## config.mk

```make
export PLATFORM = sky130hd
export DESIGN_NAME = jpeg_pix_pack
export DESIGN_NICKNAME = d
export VERILOG_FILES = /design/src/rtl/jpeg_pix_pack_pkg.sv /design/src/rtl/jpeg_pix_fifo.sv /design/src/rtl/jpeg_pix_pack.sv
export SDC_FILE = /design/constraint.sdc
export NUM_CORES = 1
export LEC_CHECK = 0
export CAP_MARGIN = 40
export CORE_UTILIZATION = 35
export DETAILED_ROUTE_END_ITERATION = 10
export SYNTH_ARGS = -nofsm -noshare
export SYNTH_HDL_FRONTEND = slang
export SYNTH_HIERARCHICAL = 1
export SYNTH_SLANG_ARGS = --single-unit
```

## constraint.sdc

```tcl
create_clock -name clk -period 6.5 [get_ports clk]
set_input_delay 0.65 -clock clk [delete_from_list [all_inputs] [get_ports clk]]
set_output_delay 0.65 -clock clk [all_outputs]
set_load 0.05 [all_outputs]
```

## src/rtl/jpeg_pix_pack_pkg.sv

```systemverilog
// Shared types for the JPEG pixel packer: FSM states, FIFO entry layout and RGB565 field positions.
package jpeg_pix_pack_pkg;

    typedef enum logic [1:0] {
        ST_IDLE  = 2'd0,
        ST_RUN   = 2'd1,
        ST_FLUSH = 2'd2
    } state_t;

    // Source bit ranges of the RGB565 fields inside a {r,g,b,8'h00} pixel.
    localparam int R_MSB = 31;
    localparam int R_LSB = 27;
    localparam int G_MSB = 23;
    localparam int G_LSB = 18;
    localparam int B_MSB = 15;
    localparam int B_LSB = 11;

    typedef struct packed {
        logic        first;
        logic        last;
        logic [31:0] data;
    } pix_t;

    localparam int PIX_W = $bits(pix_t);

    function automatic logic [15:0] to_rgb565(input logic [31:0] p);
        return {p[R_MSB:R_LSB], p[G_MSB:G_LSB], p[B_MSB:B_LSB]};
    endfunction

endpackage

```

## src/rtl/jpeg_pix_fifo.sv

```systemverilog
// Synchronous pixel FIFO with a registered occupancy count; a pop in the same cycle frees a slot for a push.
module jpeg_pix_fifo #(
    parameter int  DEPTH = 16,
    parameter int  WIDTH = 34,
    localparam int AW    = $clog2(DEPTH)
) (
    input  logic             clk,
    input  logic             rst,
    input  logic             wr_en,
    input  logic [WIDTH-1:0] wr_data,
    input  logic             rd_en,
    output logic [WIDTH-1:0] rd_data,
    output logic             full,
    output logic             empty,
    output logic [AW:0]      free
);

    logic [WIDTH-1:0] mem [DEPTH];
    logic [AW-1:0]    wr_ptr;
    logic [AW-1:0]    rd_ptr;
    logic [AW:0]      count;
    logic             do_wr;
    logic             do_rd;

    assign do_rd   = rd_en && !empty;
    assign do_wr   = wr_en && (!full || do_rd);
    assign full    = (count == (AW+1)'(DEPTH));
    assign empty   = (count == '0);
    assign free    = (AW+1)'(DEPTH) - count;
    assign rd_data = mem[rd_ptr];

    // NOTE: storage has no reset; only pointers and count need one, and an unreset array maps to plain RAM.
    always_ff @(posedge clk) begin
        if (do_wr) mem[wr_ptr] <= wr_data;
    end

    always_ff @(posedge clk or negedge rst) begin
        if (!rst) begin
            wr_ptr <= '0;
            rd_ptr <= '0;
            count  <= '0;
        end else begin
            if (do_wr) wr_ptr <= wr_ptr + 1'b1;
            if (do_rd) rd_ptr <= rd_ptr + 1'b1;
            case ({do_wr, do_rd})
                2'b10:   count <= count + 1'b1;
                2'b01:   count <= count - 1'b1;
                default: ;
            endcase
        end
    end

endmodule

```

## src/rtl/jpeg_pix_pack.sv

```systemverilog
// Buffers decoder pixels and emits them as a ready/valid word stream with frame markers.
// Define JPEG_RGB565_PACK_EN to pack two RGB565 pixels per word; otherwise pixels pass through 1:1.
module jpeg_pix_pack
    import jpeg_pix_pack_pkg::*;
#(
    parameter int FIFO_DEPTH = 16,
    parameter int CNT_W      = 24
) (
    input  logic             clk,
    input  logic             rst,
    input  logic             pix_we,
    input  logic             pix_begin,
    input  logic             pix_end,
    input  logic [31:0]      pix_data,
    output logic             pix_next,
    output logic             out_valid,
    input  logic             out_ready,
    output logic [31:0]      out_data,
    output logic             out_first,
    output logic             out_last,
    output logic             out_half,
    output logic [CNT_W-1:0] frame_cnt,
    output logic             ovf_err,
    output logic             seq_err
);

    localparam int          AW       = $clog2(FIFO_DEPTH);
    localparam logic [AW:0] FREE_MIN = (AW+1)'(2);

    state_t           state, state_nxt;
    logic             alive_q;
    logic             fifo_full, fifo_empty, pop;
    logic [AW:0]      fifo_free;
    logic [PIX_W-1:0] fifo_rd;
    pix_t             in_pix, head;
    logic [CNT_W-1:0] pix_cnt;
    logic             emit, word_first, word_last, word_half;
    logic [31:0]      word_data;
    logic             cnt_clr, cnt_inc, seq_set;
`ifdef JPEG_RGB565_PACK_EN
    logic [15:0]      half_q, rgb;
    logic             half_v, half_first, hold, hold_clr;

    assign rgb = to_rgb565(head.data);
`endif

    assign in_pix   = '{first: pix_begin, last: pix_end, data: pix_data};
    assign head     = pix_t'(fifo_rd);
    // Two free slots leave room for the pixel already in flight when pix_next drops.
    assign pix_next = alive_q && (fifo_free >= FREE_MIN);

    jpeg_pix_fifo #(.DEPTH(FIFO_DEPTH), .WIDTH(PIX_W)) u_fifo (
        .clk     (clk),
        .rst     (rst),
        .wr_en   (pix_we),
        .wr_data (in_pix),
        .rd_en   (pop),
        .rd_data (fifo_rd),
        .full    (fifo_full),
        .empty   (fifo_empty),
        .free    (fifo_free)
    );

    always_ff @(posedge clk or negedge rst) begin
        if (!rst) state <= ST_IDLE;
        else      state <= state_nxt;
    end

    // NOTE: every output of this block gets a default first, so no path can infer a latch.
    always_comb begin
        state_nxt  = state;
        pop        = 1'b0;
        emit       = 1'b0;
        word_data  = '0;
        word_first = 1'b0;
        word_last  = 1'b0;
        word_half  = 1'b0;
        cnt_clr    = 1'b0;
        cnt_inc    = 1'b0;
        seq_set    = 1'b0;
`ifdef JPEG_RGB565_PACK_EN
        hold       = 1'b0;
        hold_clr   = 1'b0;
`endif
        case (state)
            ST_IDLE, ST_RUN: begin
                // Pop only when the output slot is free, so a held word never changes.
                if (!fifo_empty && (!out_valid || out_ready)) begin
                    pop = 1'b1;
                    if (!head.first && state == ST_IDLE) begin
                        seq_set = 1'b1;
                    end else begin
                        seq_set   = head.first && (state == ST_RUN);
                        cnt_clr   = head.first;
                        cnt_inc   = !head.first;
                        state_nxt = head.last ? ST_FLUSH : ST_RUN;
`ifdef JPEG_RGB565_PACK_EN
                        if (half_v && !head.first) begin
                            emit       = 1'b1;
                            word_data  = {half_q, rgb};
                            word_first = half_first;
                            word_last  = head.last;
                            hold_clr   = 1'b1;
                        end else if (head.last) begin
                            emit       = 1'b1;
                            word_data  = {rgb, 16'h0000};
                            word_first = head.first;
                            word_last  = 1'b1;
                            word_half  = 1'b1;
                            hold_clr   = 1'b1;
                        end else begin
                            hold = 1'b1;
                        end
`else
                        emit       = 1'b1;
                        word_data  = head.data;
                        word_first = head.first;
                        word_last  = head.last;
`endif
                    end
                end
            end
            ST_FLUSH: begin
                if (out_valid && out_ready) state_nxt = ST_IDLE;
            end
            default: state_nxt = ST_IDLE;
        endcase
    end

    always_ff @(posedge clk or negedge rst) begin
        if (!rst) begin
            alive_q   <= 1'b0;
            out_valid <= 1'b0;
            out_data  <= '0;
            out_first <= 1'b0;
            out_last  <= 1'b0;
            out_half  <= 1'b0;
            pix_cnt   <= '0;
            frame_cnt <= '0;
            ovf_err   <= 1'b0;
            seq_err   <= 1'b0;
        end else begin
            alive_q <= 1'b1;
            if (emit) begin
                out_valid <= 1'b1;
                out_data  <= word_data;
                out_first <= word_first;
                out_last  <= word_last;
                out_half  <= word_half;
            end else if (out_ready) begin
                out_valid <= 1'b0;
            end
            if (cnt_clr) begin
                pix_cnt <= CNT_W'(1);
            end else if (cnt_inc && pix_cnt != '1) begin
                pix_cnt <= pix_cnt + 1'b1;
            end
            if (out_valid && out_ready && out_last) frame_cnt <= pix_cnt;
            if (pix_we && fifo_full && !pop)        ovf_err   <= 1'b1;
            if (seq_set)                            seq_err   <= 1'b1;
        end
    end

`ifdef JPEG_RGB565_PACK_EN
    always_ff @(posedge clk or negedge rst) begin
        if (!rst) begin
            half_q     <= '0;
            half_v     <= 1'b0;
            half_first <= 1'b0;
        end else if (hold) begin
            half_q     <= rgb;
            half_v     <= 1'b1;
            half_first <= head.first;
        end else if (hold_clr) begin
            half_v     <= 1'b0;
        end
    end
`endif

endmodule
```

### Word-level counts from Yosys, hierarchy flattened

Memory sizes are Yosys's and may differ from the RTL's.
Index checks and enable logic that the tools add are counted.

* bits of input ports: 38
* memories kept: 1
* flip-flop bits (word level): 101
* word-level logic and storage cells: 87
* output and inout port bits: 63
* RAM bits: 544

Memories
* u_fifo.mem: depth 16, bits a word 34, rd ports 1, clocked after memory_dff 0, wr ports 1, RTL line jpeg_pix_fifo.sv:18 `logic [WIDTH-1:0] mem [DEPTH];`

* reduce and logical (&&, ||, !) cells: 25
* magnitude comparators: 1
* add/sub/neg operators: 6
* mux-type cells: 32
* equality and inequality tests: 9

Operators with widths (count)
* two-way mux 32 bit: 3
* two-way mux 24 bit: 2
* adder 24 x 1 -> 24 bit, second input constant: 1
* inequality test 24 bit, second input constant: 1
* two-way mux 1 bit: 21
* logical AND 1 bit: 11
* one-hot mux 5 bit (2 select lines): 1
* adder 4 x 1 -> 4 bit, second input constant: 2
* two-way mux 2 bit: 4
* inequality test 2 bit, second input constant: 3
* nonzero test 2 bit: 3
* adder 5 x 1 -> 5 bit, second input constant: 1
* equality test 5 bit, second input constant: 1
* >= comparator 5 x 2 -> 1 bit, second input constant: 1
* logical NOT 1 bit: 5
* logical NOT 5 bit: 1
* subtractor 5 x 1 -> 5 bit, second input constant: 1
* subtractor 5 bit, first input constant: 1
* equality test 2 x 1 -> 1 bit, second input constant: 2
* equality test 2 bit, second input constant: 2
* one-hot mux 2 bit (2 select lines): 1
* AND reduction 3 bit: 1
* logical NOT 2 bit: 1
* logical OR 1 bit: 2
* OR reduction 2 bit: 1

### Logic depth before layout (Yosys ltp)

Gate-level depths: netlist (run 1).

* depth in word-level cells: 10
* mapped depth: 15
* gate-level depth less buffers: 14

### By module

Netlist (run 1), hierarchy kept.

Modules (own cells, without submodules)
* jpeg_pix_fifo: area each 21257.9 um^2, sequential area each 16661.0 um^2, cells each 937, instances 1
* jpeg_pix_pack: area each 3806.2 um^2, sequential area each 2202.1 um^2, cells each 308, instances 1

### Worst setup path after synthesis (run 1)

OpenSTA, ideal clock, no wires.

* path type: reg2reg
* start: reg u_fifo.count[0]
* end: mem u_fifo.mem[3][0] (enable)
* required time: 5.990 ns
* arrival: 5.341 ns
* path slack: 0.649 ns
* buffers on the path: 0
* setup time: 0.510 ns
* period minus slack after synthesis: 5.851 ns
* cell stages (with the launch flop): 11
* cells stage by stage: dfrtp_1 -> inv_1 -> ha_1 -> nor3b_1 -> ha_1 -> nor2_1 -> nand2_1 -> inv_1 -> nor2b_1 -> o21ai_1 -> nor4_1

* word-level cells in the longest chain between the ends: 10
* elaborated cells between the ends (all ways): 12
* those cells by class: 1 x eq/ne; 4 x mux; 7 x reduce/logical

Ends and longest elaborated chain
* start, declared: RTL line jpeg_pix_fifo.sv:21 `logic [AW:0] count;`
* start signal, assigned: RTL line jpeg_pix_fifo.sv:46 `2'b10: count <= count + 1'b1;`
* start signal, assigned: RTL line jpeg_pix_fifo.sv:47 `2'b01: count <= count - 1'b1;`
* logical NOT 5 bit: RTL line jpeg_pix_fifo.sv:28 `assign empty = (count == '0);`
* via fifo_empty: RTL line jpeg_pix_pack.sv:32 `logic fifo_full, fifo_empty, pop;`
* logical NOT 1 bit: RTL line jpeg_pix_pack.sv:88 `if (!fifo_empty && (!out_valid || out_ready)) begin`
* logical AND 1 bit: RTL line jpeg_pix_pack.sv:88
* two-way mux 1 bit: RTL line jpeg_pix_pack.sv:88
* two-way mux 1 bit: RTL line jpeg_pix_pack.sv:85 `case (state)`
* via pop: RTL line jpeg_pix_pack.sv:32
* logical AND 1 bit: RTL line jpeg_pix_fifo.sv:25 `assign do_rd = rd_en && !empty;`
* logical OR 1 bit: RTL line jpeg_pix_fifo.sv:26 `assign do_wr = wr_en && (!full || do_rd);`
* logical AND 1 bit: RTL line jpeg_pix_fifo.sv:26
* two-way mux 1 bit: RTL line jpeg_pix_fifo.sv:34 `if (do_wr) mem[wr_ptr] <= wr_data;`
* two-way mux 1 bit (implied by the code): RTL line jpeg_pix_fifo.sv:34
* end, declared: RTL line jpeg_pix_fifo.sv:18

The timed path passes the listed nets, and every way through them passes these cells.

### Worst setup path after layout (run 1)

* start: reg u_fifo.count[0]
* end: mem u_fifo.mem[14][27] (enable)

Same word-level chain as after synthesis.

==> key figures, run 1 <==
Run status
  • Status: complete, no violations

Synth
  • Syn_area_per_cell: 20.1 um^2
  • Cells after Synth: 1244
  • Mapped Nets: 1295
  • Post-Syn Area: 25100 um^2
  • Yosys synthesis warning count: 6

Detailed routing
  • WL/cell: 22.1 um
  • DRC: 0
  • Via Count: 12405
  • Remaining antenna violation count: 0
  • Total Wirelength: 52600 um
  • Initial DRC Count: 889
  • DR pass1 iterations: 6
  • DR vias/cell: 5.22

Die
  • Die area: 72700 um^2
  • Vert. Die Dim: 270 um
  • Core area: 70400 um^2
  • Top Ports: 101
  • Site Rows: 97
  • Initial core utilization: 35.6%
  • Die Wd: 270 um

Timing
  • Clk_skew: 0.0191 ns
  • Setup Viol. Count Final: 0
  • Setup TNS Final: 0 ns
  • Minimum clock period: 4.48 ns
  • Final hold violations: 0
  • Count of final max-slew check failures: 0
  • Achievable Freq: 0.223 GHz
  • Relative slew slack: 43.9%
  • Unrepaired setup endpoints after global routing: false
  • Slew @ Worst Pin: 0.840 ns
  • Setup ws final: 2.02 ns
  • Final worst path period share: 69.0%
  • Hold slack: 0.0480 ns

Worst setup path
  • CP required: 6.80 ns
  • CP max stage delay: 0.78 ns
  • Setup CP Type: reg2reg
  • Crit path max-delay family: simple AND/OR/NAND/NOR gates
  • CP endpoint kind: register
  • CP arrival: 4.78 ns
  • Critical-path cell list: inv_1 -> ha_1 -> nor3b_1 -> ha_1 -> nor2_1 -> nand2_1 -> inv_1 -> nand2b_1 -> a21boi_1 -> nand3_1 -> nor2_4 -> buf_4
  • Critical path's slowest cell: nor2_4
  • CP max FO: 23
  • Worst Path Buf+Inv: 3
  • Crit start category: register

CTS
  • Cts-stage hold buffer count: 0
  • Clk sinks: 645
  • Post-CTS Setup Inserts: 0
  • Worst skew pair latency: 0.61 ns
  • Post_cts resized: 0
  • Worst-path clk slew: 0.06 ns
  • CTS tree: yes
  • Number of buffers created by CTS: 68
  • Root Buffer: clkbuf_16
  • CTS max path bufs: 3
  • H-tree levels: 3

Place
  • Worst slack, placed: 2.07 ns
  • Port Buffers: 99
  • DP HPWL: 31300 um
  • Cell Area, Placed: 27500 um^2
  • Placed cell count: 2251
  • Final GP Congestion: 0.763

Global route
  • First-pass GRT wire length: 81100 um
  • Initial antenna violation count: 1
  • Pin count of the biggest net entering global routing: 57
  • Vias in the first global route: 12842
  • GRT Residual Overflow: 0
  • Global Route Usage Sum: 14.7%

Pwr
  • Power Density: 444 nW/um^2
  • Pleak: 9.95 nW
  • Worst VDD drop: 0.246 mV
  • Total power: 13.2 mW

Finish
  • Area growth, synth to finish: 18.7%
  • Nets: 1432
  • Share of cells above drive strength 1: 24.7%
  • Post-layout util: 42.3%
  • Finished Layout Cells: 2375
  • Fill cells: 6106
  • Post-Layout Inst Area: 29700 um^2
  • Diodes inserted: 0

Flow run
  • Max Cap Violations: 0

Worst hold path
  • Min-Delay Path Class: in2async
==> where the power goes <==
group / switching, mW / total, mW / internal [mW]
logic: 2.26 / 4.00 / 1.74
registers: 0.338 / 5.37 / 5.03
clock network: 1.58 / 3.84 / 2.26
total: 4.18 / 13.2 / 9.03
==> path summary, 6_finish.rpt <==
kind | startpoint | end | slack (ns) | cells past startpoint
min reg2reg | state[1] | state[0] | 0.47 | 1
min | rst | frame_cnt[0] | 0.05 | 1
min in group clk | state[1] | state[0] | 0.47 | 1
max in group asynchronous | rst | u_fifo/rd_ptr[0] | 5.41 | 3
max reg2reg | u_fifo/count[0] | u_fifo/mem[14][27] | 2.02 | 12
max | u_fifo/count[0] | u_fifo/mem[14][27] | 2.02 | 12
==> final cells by class <==
class | instances | area (um^2) | share of cell area (%)
repair buffers | 131 | 1500 | 5.05
inverters | 17 | 63.8 | 0.214
clock buffers | 92 | 1880 | 6.33
well taps | 940 | 1180 | 3.95
multi-input cells | 518 | 5900 | 19.8
flip-flops and latches | 645 | 18900 | 63.4
clock inverters | 32 | 352 | 1.18
==> registers in the layout (all words and copies together) (netlist names) <==
name / cells
u_fifo/rd_ptr: 4
alive_q: 1
out_first: 1
u_fifo/count: 5
ovf_err: 1
out_data: 32
out_valid: 1
seq_err: 1
state: 2
u_fifo/wr_ptr: 4
u_fifo/mem: 544
out_last: 1
frame_cnt: 24
pix_cnt: 24
==> metal layers <==
metal	GRT usage (%)	up-vias	wire length (um)
met4	3.68	2	979
met3	2.73	79	2300
met1	20.2	6648	23100
met5	0	-	13
met2	24.1	323	26100
li1	-	5353	-
==> layout by cell type (no fill, tap or decap), drive strengths merged, types with 5 or more instances in the layout <==
cell           instances
clkdlybuf4s50         98
inv                   21
clkbuf                92
nand2b                 5
and2                  10
mux4                 136
xnor2                 15
and3                   8
bufinv                 5
o21ai                 11
edfxtp               544
nand2                 67
a221o                  8
nor2                  25
nor3                   6
nand4                  9
ha                    12
a21oi                 10
or3                    5
nor4                   9
buf                   33
mux2                  54
a22oi                 68
clkinv                21
nand3                 11
dfrtp                101
Power figures use the tool's default switching activity.
==> run 2: changes to the inputs <==
==> constraint.sdc (replaced) <==
create_clock -name clk -period 4.4 [get_ports clk]
set_input_delay 0.44 -clock clk [delete_from_list [all_inputs] [get_ports clk]]
set_output_delay 0.44 -clock clk [all_outputs]
set_load 0.05 [all_outputs]
==> run 2 against run 1 <==
Setup slack worse by 1.5 ns. Worst hold slack better by 0.24 ns. Non-clock buffer count rose by 8. Sequential power is 46% higher. Combinational power grew 51%. Clock power rose by 51%. Final area about the same. Die area is the same. Sequential share of layout area decreased by 0.056 points. Largest power group unchanged. Highest routed layer is now met4.
==> key figures, run 2 (synthesis gave the netlist of run 1 again) <==
CTS
  • CTS max path bufs: 3 (unchanged)
  • CTS tree: yes
  • Post-CTS Setup Inserts: 0 (unchanged)
  • Root Buffer: clkbuf_16
  • Clk sinks: 645 (unchanged)
  • Number of buffers created by CTS: 69 (+1.5%)
  • Worst skew pair latency: 0.62 ns (about the same)
  • Worst-path clk slew: 0.06 ns (about the same)
  • H-tree levels: 3 (unchanged)

Worst setup path
  • CP max FO: 22 (-4.3%)
  • Setup CP Type: reg2reg
  • CP required: 4.69 ns (-2.11 ns)
  • CP endpoint kind: register
  • Crit start category: register
  • CP arrival: 4.18 ns (-0.60 ns)

Die
  • Core area: 70400 um^2 (unchanged)
  • Die Wd: 270 um (unchanged)
  • Die area: 72700 um^2 (unchanged)
  • Vert. Die Dim: 270 um (unchanged)
  • Top Ports: 101 (unchanged)
  • Site Rows: 97 (unchanged)
  • Initial core utilization: 35.6% (unchanged)

Pwr
  • Pleak: 9.97 nW (+0.20%)
  • Internal power: 13.4 mW (+48%)
  • Worst VDD drop: 0.415 mV (+69%)
  • Power share of the clock group: 29.4% (+0.3 points)
  • Power Density: 661 nW/um^2 (+49%)
  • Net Sw Power: 6.30 mW (+51%)
  • Total power: 19.7 mW (+49%)
  • Switching share of power: 32.0% (+0.39 points)
  • Gate power share: 30.7% (+0.4 points)
  • Reg power frac: 39.9% (-0.7 points)

Timing
  • Unrepaired setup endpoints after global routing: false
  • Setup Viol. Count Final: 0 (unchanged)
  • Minimum clock period: 3.89 ns (-0.598 ns)
  • Slew @ Worst Pin: 0.722 ns (-0.118 ns)
  • Final hold violations: 0 (unchanged)
  • Relative slew slack: 51.9% (+8.0 points)
  • Final worst path period share: 88.3% (+19 points)
  • Clk_skew: 0.0484 ns (+0.0294 ns)
  • Count of final max-slew check failures: 0 (unchanged)
  • Achievable Freq: 0.257 GHz (+15%)
  • Hold slack: 0.286 ns (+0.238 ns)

Finish
  • Nets: 1441 (+0.63%)
  • Max FFs per register: 544 (unchanged)
  • Post-Layout Inst Area: 29800 um^2 (about the same)
  • Biggest register: u_fifo/mem
  • Largest registers: u_fifo/mem x544, out_data x32
  • Share of cells above drive strength 1: 25.3% (+0.64 points)
  • Diodes inserted: 0 (unchanged)
  • Commonest non-fill, non-tap cells in the layout: edfxtp_1 (544), mux4_2 (136), dfrtp_1 (99)
  • Commonest non-fill, non-tap cell in the layout: edfxtp_1
  • Post-layout util: 42.3% (about the same)
  • Area growth, synth to finish: 18.8% (about the same)

Detailed routing
  • Initial DRC Count: 980 (+10%)
  • Remaining antenna violation count: 0 (unchanged)
  • Total Wirelength: 53700 um (+2.1%)
  • DRC: 0 (unchanged)
  • Via Count: 12270 (-1.1%)
  • DR vias/cell: 5.15 (-1.4%)
  • DR pass1 iterations: 7 (+1)
  • WL/cell: 22.5 um (+1.8%)

Place
  • Port Buffers: 99 (unchanged)
  • DP HPWL: 31500 um (+0.62%)
  • Cell Area, Placed: 27500 um^2 (about the same)
  • Final GP Congestion: 0.769 (+0.79%)

Global route
  • Global Route Usage Sum: 15.0% (+0.24 points)
  • Vias in the first global route: 12823 (-0.15%)
  • GRT Residual Overflow: 0 (unchanged)
  • First-pass GRT wire length: 81800 um (+0.88%)
  • Pin count of the biggest net entering global routing: 53 (-7.0%)
  • Initial antenna violation count: 1 (unchanged)

Worst hold path
  • Min-Delay Path Class: in2async

Flow run
  • Max Cap Violations: 0 (unchanged)

Run status
  • Status: complete, no violations
-- run 2: cell count changes in the layout (fill, tap and decap cells not counted), sizes merged --
cell / before / now
clkbuf: 92 / 80
clkinv: 21 / 31
dlygate4sd3: 0 / 1
bufinv: 5 / 7
inv: 21 / 20
buf: 33 / 40
-- run 2: metal layers --
metal / wire length (um) / part of all wire, % / vias up / GRT usage (%)
met1: 23600 / 44 / 6481 / 20.7
li1: - / - / 5377 / -
met3: 2970 / 5.5 / 79 / 2.91
met5: 0 / 0 / - / 0
met2: 25900 / 48 / 333 / 24.0
met4: 1150 / 2.1 / 0 / 4.31
-- run 2: power by group through the flow --
| stage | Clock, mW | Combinational (mW) | Sequential (mW) |
|---|---|---|---|
| after floorplan | 0 | 3.71 | 8.41 |
| after global placement | 0 | 6.12 | 7.95 |
| after detailed placement | 0 | 6.18 | 7.99 |
| after CTS | 5.93 | 6.20 | 7.86 |
| after global routing | 6.15 | 6.52 | 7.94 |
| final | 5.78 | 6.04 | 7.85 |
-- run 2: path summary, 6_finish.rpt --
kind	cells past startpoint	end	startpoint	slack, ns
max in group asynchronous	3	u_fifo/rd_ptr[0]	rst	3.14
worst max-delay path	13	u_fifo/mem[6][4]	u_fifo/count[1]	0.51
worst min-delay path	2	frame_cnt[9]	rst	0.29
worst max register to register	13	u_fifo/mem[6][4]	u_fifo/count[1]	0.51
min in group clk	1	state[0]	state[1]	0.47
worst min register to register	1	state[0]	state[1]	0.47
-- run 2: repair_timing --
action | CTS | global route
hold buffers | 1 | 0
endpoints found under the hold margin | 24 | 0
resized for setup | 0 | 0
-- run 2: area by class of cell --
cell class                 instances  area, um^2
fill                            6155       40600
timing repair buffer             139        1490
tap                              940        1180
multi-input combinational        518        5900
inverter                          17        63.8
sequential                       645       18900
clock buffer                      80        1790
clock inverter                    43         489
-- run 2: worst max-delay path, cell delays in order (launching register included) --
cell and delay [ns]:
dfrtp_1 0.39, inv_1 0.10, ha_1 0.20, nor3b_1 0.16, ha_1 0.24, nor2_1 0.28
nand2_1 0.18, inv_1 0.28, nor2b_1 0.18, buf_4 0.15, o21ai_1 0.21, nor3b_1 0.40
and2_2 0.53, buf_12 0.26
-- run 2: metrics by stage --
step	std cells	setup WS, ns	setup TNS, ns
floorplan	1244	-1.43	-193.88
global placement	2257	0.628	0
detailed placement	2258	0.521	0
CTS	2382	0.502	0
global route	2382	0.0901	0
finish	2382	0.515	0
==> run 3: changes to the inputs <==
==> constraint.sdc (replaced) <==
create_clock -name clk -period 4.6 [get_ports clk]
set_input_delay 0.46 -clock clk [delete_from_list [all_inputs] [get_ports clk]]
set_output_delay 0.46 -clock clk [all_outputs]
set_load 0.05 [all_outputs]
==> run 3 against run 2 <==
Combinational power fell by 3.8%. Worst hold slack improved by 0.075 ns. Critical endpoint is now u_fifo/mem[8][25]. Cell count fell by 0.25%. Clock power fell by 10%.
==> key figures, run 3 (synthesis gave the netlist of run 1 again) <==
Run status
  • Status: complete, no violations

Die
  • Core area: 70400 um^2 (unchanged)
  • Die area: 72700 um^2 (unchanged)
  • Die Wd: 270 um (unchanged)
  • Initial core utilization: 35.6% (unchanged)
  • Vert. Die Dim: 270 um (unchanged)
  • Site Rows: 97 (unchanged)
  • Top Ports: 101 (unchanged)

Worst setup path
  • CP required: 4.89 ns (+0.20 ns)
  • Worst r2r src: u_fifo/count[0]
  • CP max stage delay: 0.52 ns (about the same)
  • Critical path's slowest cell: and2_2
  • Critical-path cell list: inv_1 -> ha_1 -> nor3b_1 -> ha_1 -> nor2_1 -> nand2_1 -> inv_1 -> nor2b_1 -> o21ai_1 -> nor3b_1 -> and2_2 -> buf_12
  • Setup CP Type: reg2reg
  • CP arrival: 4.42 ns (+0.24 ns)
  • CP endpoint kind: register
  • CP max FO: 21 (-4.5%)
  • Worst Path Buf+Inv: 3 (-1)
  • Crit path max-delay family: simple AND/OR/NAND/NOR gates
  • Crit path launch: u_fifo/count[0]
  • Crit start category: register

Worst hold path
  • Min-Delay Path Class: in2async

CTS
  • CTS tree: yes
  • Post-CTS Setup Inserts: 0 (unchanged)
  • Number of buffers created by CTS: 68 (-1.4%)
  • Worst-path clk slew: 0.06 ns (about the same)
  • Worst skew pair latency: 0.60 ns (-0.02 ns)
  • CTS max path bufs: 3 (unchanged)
  • Root Buffer: clkbuf_16
  • Clk sinks: 645 (unchanged)
  • H-tree levels: 3 (unchanged)

Pwr
  • Reg power frac: 40.7% (+0.8 points)
  • Pleak: 9.86 nW (-1.1%)
  • Switching share of power: 32.4% (+0.35 points)
  • Gate power share: 31.4% (+0.7 points)
  • Net Sw Power: 6.00 mW (-4.8%)
  • Power Density: 627 nW/um^2 (-5.1%)
  • Worst VDD drop: 0.445 mV (+7.2%)
  • Total power: 18.5 mW (-5.9%)
  • Power share of the clock group: 27.9% (-1.5 points)
  • Internal power: 12.5 mW (-6.4%)

Detailed routing
  • Remaining antenna violation count: 0 (unchanged)
  • DR vias/cell: 5.23 (+1.5%)
  • DRC: 0 (unchanged)
  • Via Count: 12419 (+1.2%)
  • Initial DRC Count: 1043 (+6.4%)
  • DR pass1 iterations: 5 (-2)
  • Total Wirelength: 55500 um (+3.4%)
  • WL/cell: 23.4 um (+3.7%)

Timing
  • Final hold violations: 0 (unchanged)
  • Final worst path period share: 89.7% (+1.4 points)
  • Count of final max-slew check failures: 0 (unchanged)
  • Setup Viol. Count Final: 0 (unchanged)
  • Relative slew slack: 47.8% (-4.1 points)
  • Clk_skew: 0.0295 ns (-0.0190 ns)
  • Setup TNS Final: 0 ns (unchanged)
  • Unrepaired setup endpoints after global routing: false
  • Achievable Freq: 0.242 GHz (-5.9%)
  • Slew @ Worst Pin: 0.778 ns (+0.0558 ns)
  • Minimum clock period: 4.13 ns (+0.242 ns)

Finish
  • Area growth, synth to finish: 17.8%
  • Max FFs per register: 544 (unchanged)
  • Fill cells: 6161 (+0.097%)
  • Share of cells above drive strength 1: 24.5% (-0.77 points)
  • Largest registers: u_fifo/mem x544, out_data x32
  • Seq. cell area: 18900 um^2 (unchanged)
  • Commonest non-fill, non-tap cells in the layout: edfxtp_1 (544), mux4_2 (136), dfrtp_1 (99)
  • Area of the multi-input gates: 5900 um^2 (unchanged)
  • Biggest register: u_fifo/mem
  • Commonest non-fill, non-tap cell in the layout: edfxtp_1
  • Nets: 1436 (-0.35%)

Global route
  • Initial antenna violation count: 3 (+2)
  • First-pass GRT wire length: 84200 um (+2.8%)
  • Global Route Usage Sum: 15.5% (+0.55 points)
  • Pin count of the biggest net entering global routing: 117 (+120%)
  • Vias in the first global route: 12836 (+0.10%)
  • GRT Residual Overflow: 0 (unchanged)

Place
  • Final GP Congestion: 0.773 (+0.52%)
  • DP HPWL: 33300 um (+5.7%)
  • Port Buffers: 99 (unchanged)

Flow run
  • Max Cap Violations: 0 (unchanged)
## run 3: cell types whose count changed in the layout (fill, tap and decap cells not counted), sizes merged
cell and delta:
buf -4, clkinvlp -2, clkinv -5, bufinv -4, diode +2, clkbuf +7
## run 3: path summary, 6_finish.rpt
| kind | to | slack [ns] | depth (start not counted) |
|---|---|---|---|
| setup reg to reg | u_fifo/mem[8][25] | 0.47 | 12 |
| max in group asynchronous | u_fifo/rd_ptr[0] | 3.23 | 3 |
| setup / recovery | u_fifo/mem[8][25] | 0.47 | 12 |
| min in group clk | state[0] | 0.46 | 1 |
| hold reg to reg | state[0] | 0.46 | 1 |
| hold / removal | pix_cnt[9] | 0.36 | 2 |
## run 3: final cells by class
class                   instances  share of cell area (%)
diodes                          2                  0.0170
clock buffers                  87                    6.18
clock inverters                32                   0.928
inverters                      17                   0.216
multi-input cells             518                    20.0
flip-flops and latches        645                    63.9
well taps                     940                    3.98
repair buffers                135                    4.76
## run 3: timing repair
action                                  4_1_cts  5_1_grt
endpoints found under the hold margin        32        0
hold buffers                                  1        0
gates resized for setup                       0        0
endpoints found under the setup margin        0        0
## run 3: power groups by stage
stage          Clock, mW  Sequential (mW)  Combinational, mW
5_1_grt             5.54             7.62               6.23
4_1_cts             5.31             7.55               5.93
3_5_place_dp           0             7.67               5.91
3_3_place_gp           0             7.64               5.85
6_report            5.18             7.54               5.81
2_1_floorplan          0             8.04               3.55
## run 3: worst reg2reg max path: stages, from the launching register on
cell	delay [ns]
dfrtp_1	0.38
inv_1	0.11
ha_1	0.24
nor3b_1	0.16
ha_1	0.24
nor2_1	0.29
nand2_1	0.18
inv_1	0.27
nor2b_1	0.42
o21ai_1	0.34
nor3b_1	0.41
and2_2	0.52
buf_12	0.26
## run 3: per-layer routing
layer | vias to the layer above | GRT usage, % | wire length (um) | share of wire, %
li1 | 5372 | - | - | -
met1 | 6611 | 22.4 | 25500 | 46
met2 | 350 | 23.7 | 25800 | 46
met3 | 82 | 3.47 | 3150 | 5.7
met4 | 4 | 3.99 | 1060 | 1.9
met5 | - | 0 | 24 | 0.043
## run 3: metrics by stage
| step | hold WS (ns) | util (%) | setup slack [ns] | std cells | area (um^2) |
|---|---|---|---|---|---|
| finish | 0.361 | 41.9 | 0.472 | 2376 | 29500 |
| global route | 0.390 | 41.9 | 0.154 | 2374 | 29500 |
| CTS | 0.350 | 41.9 | 0.486 | 2374 | 29500 |
| detailed placement | 0.438 | 38.9 | 0.526 | 2254 | 27400 |
| global placement | 0.438 | 38.9 | 0.711 | 2253 | 27400 |
| floorplan | 0.164 | - | -1.23 | 1244 | 25100 |
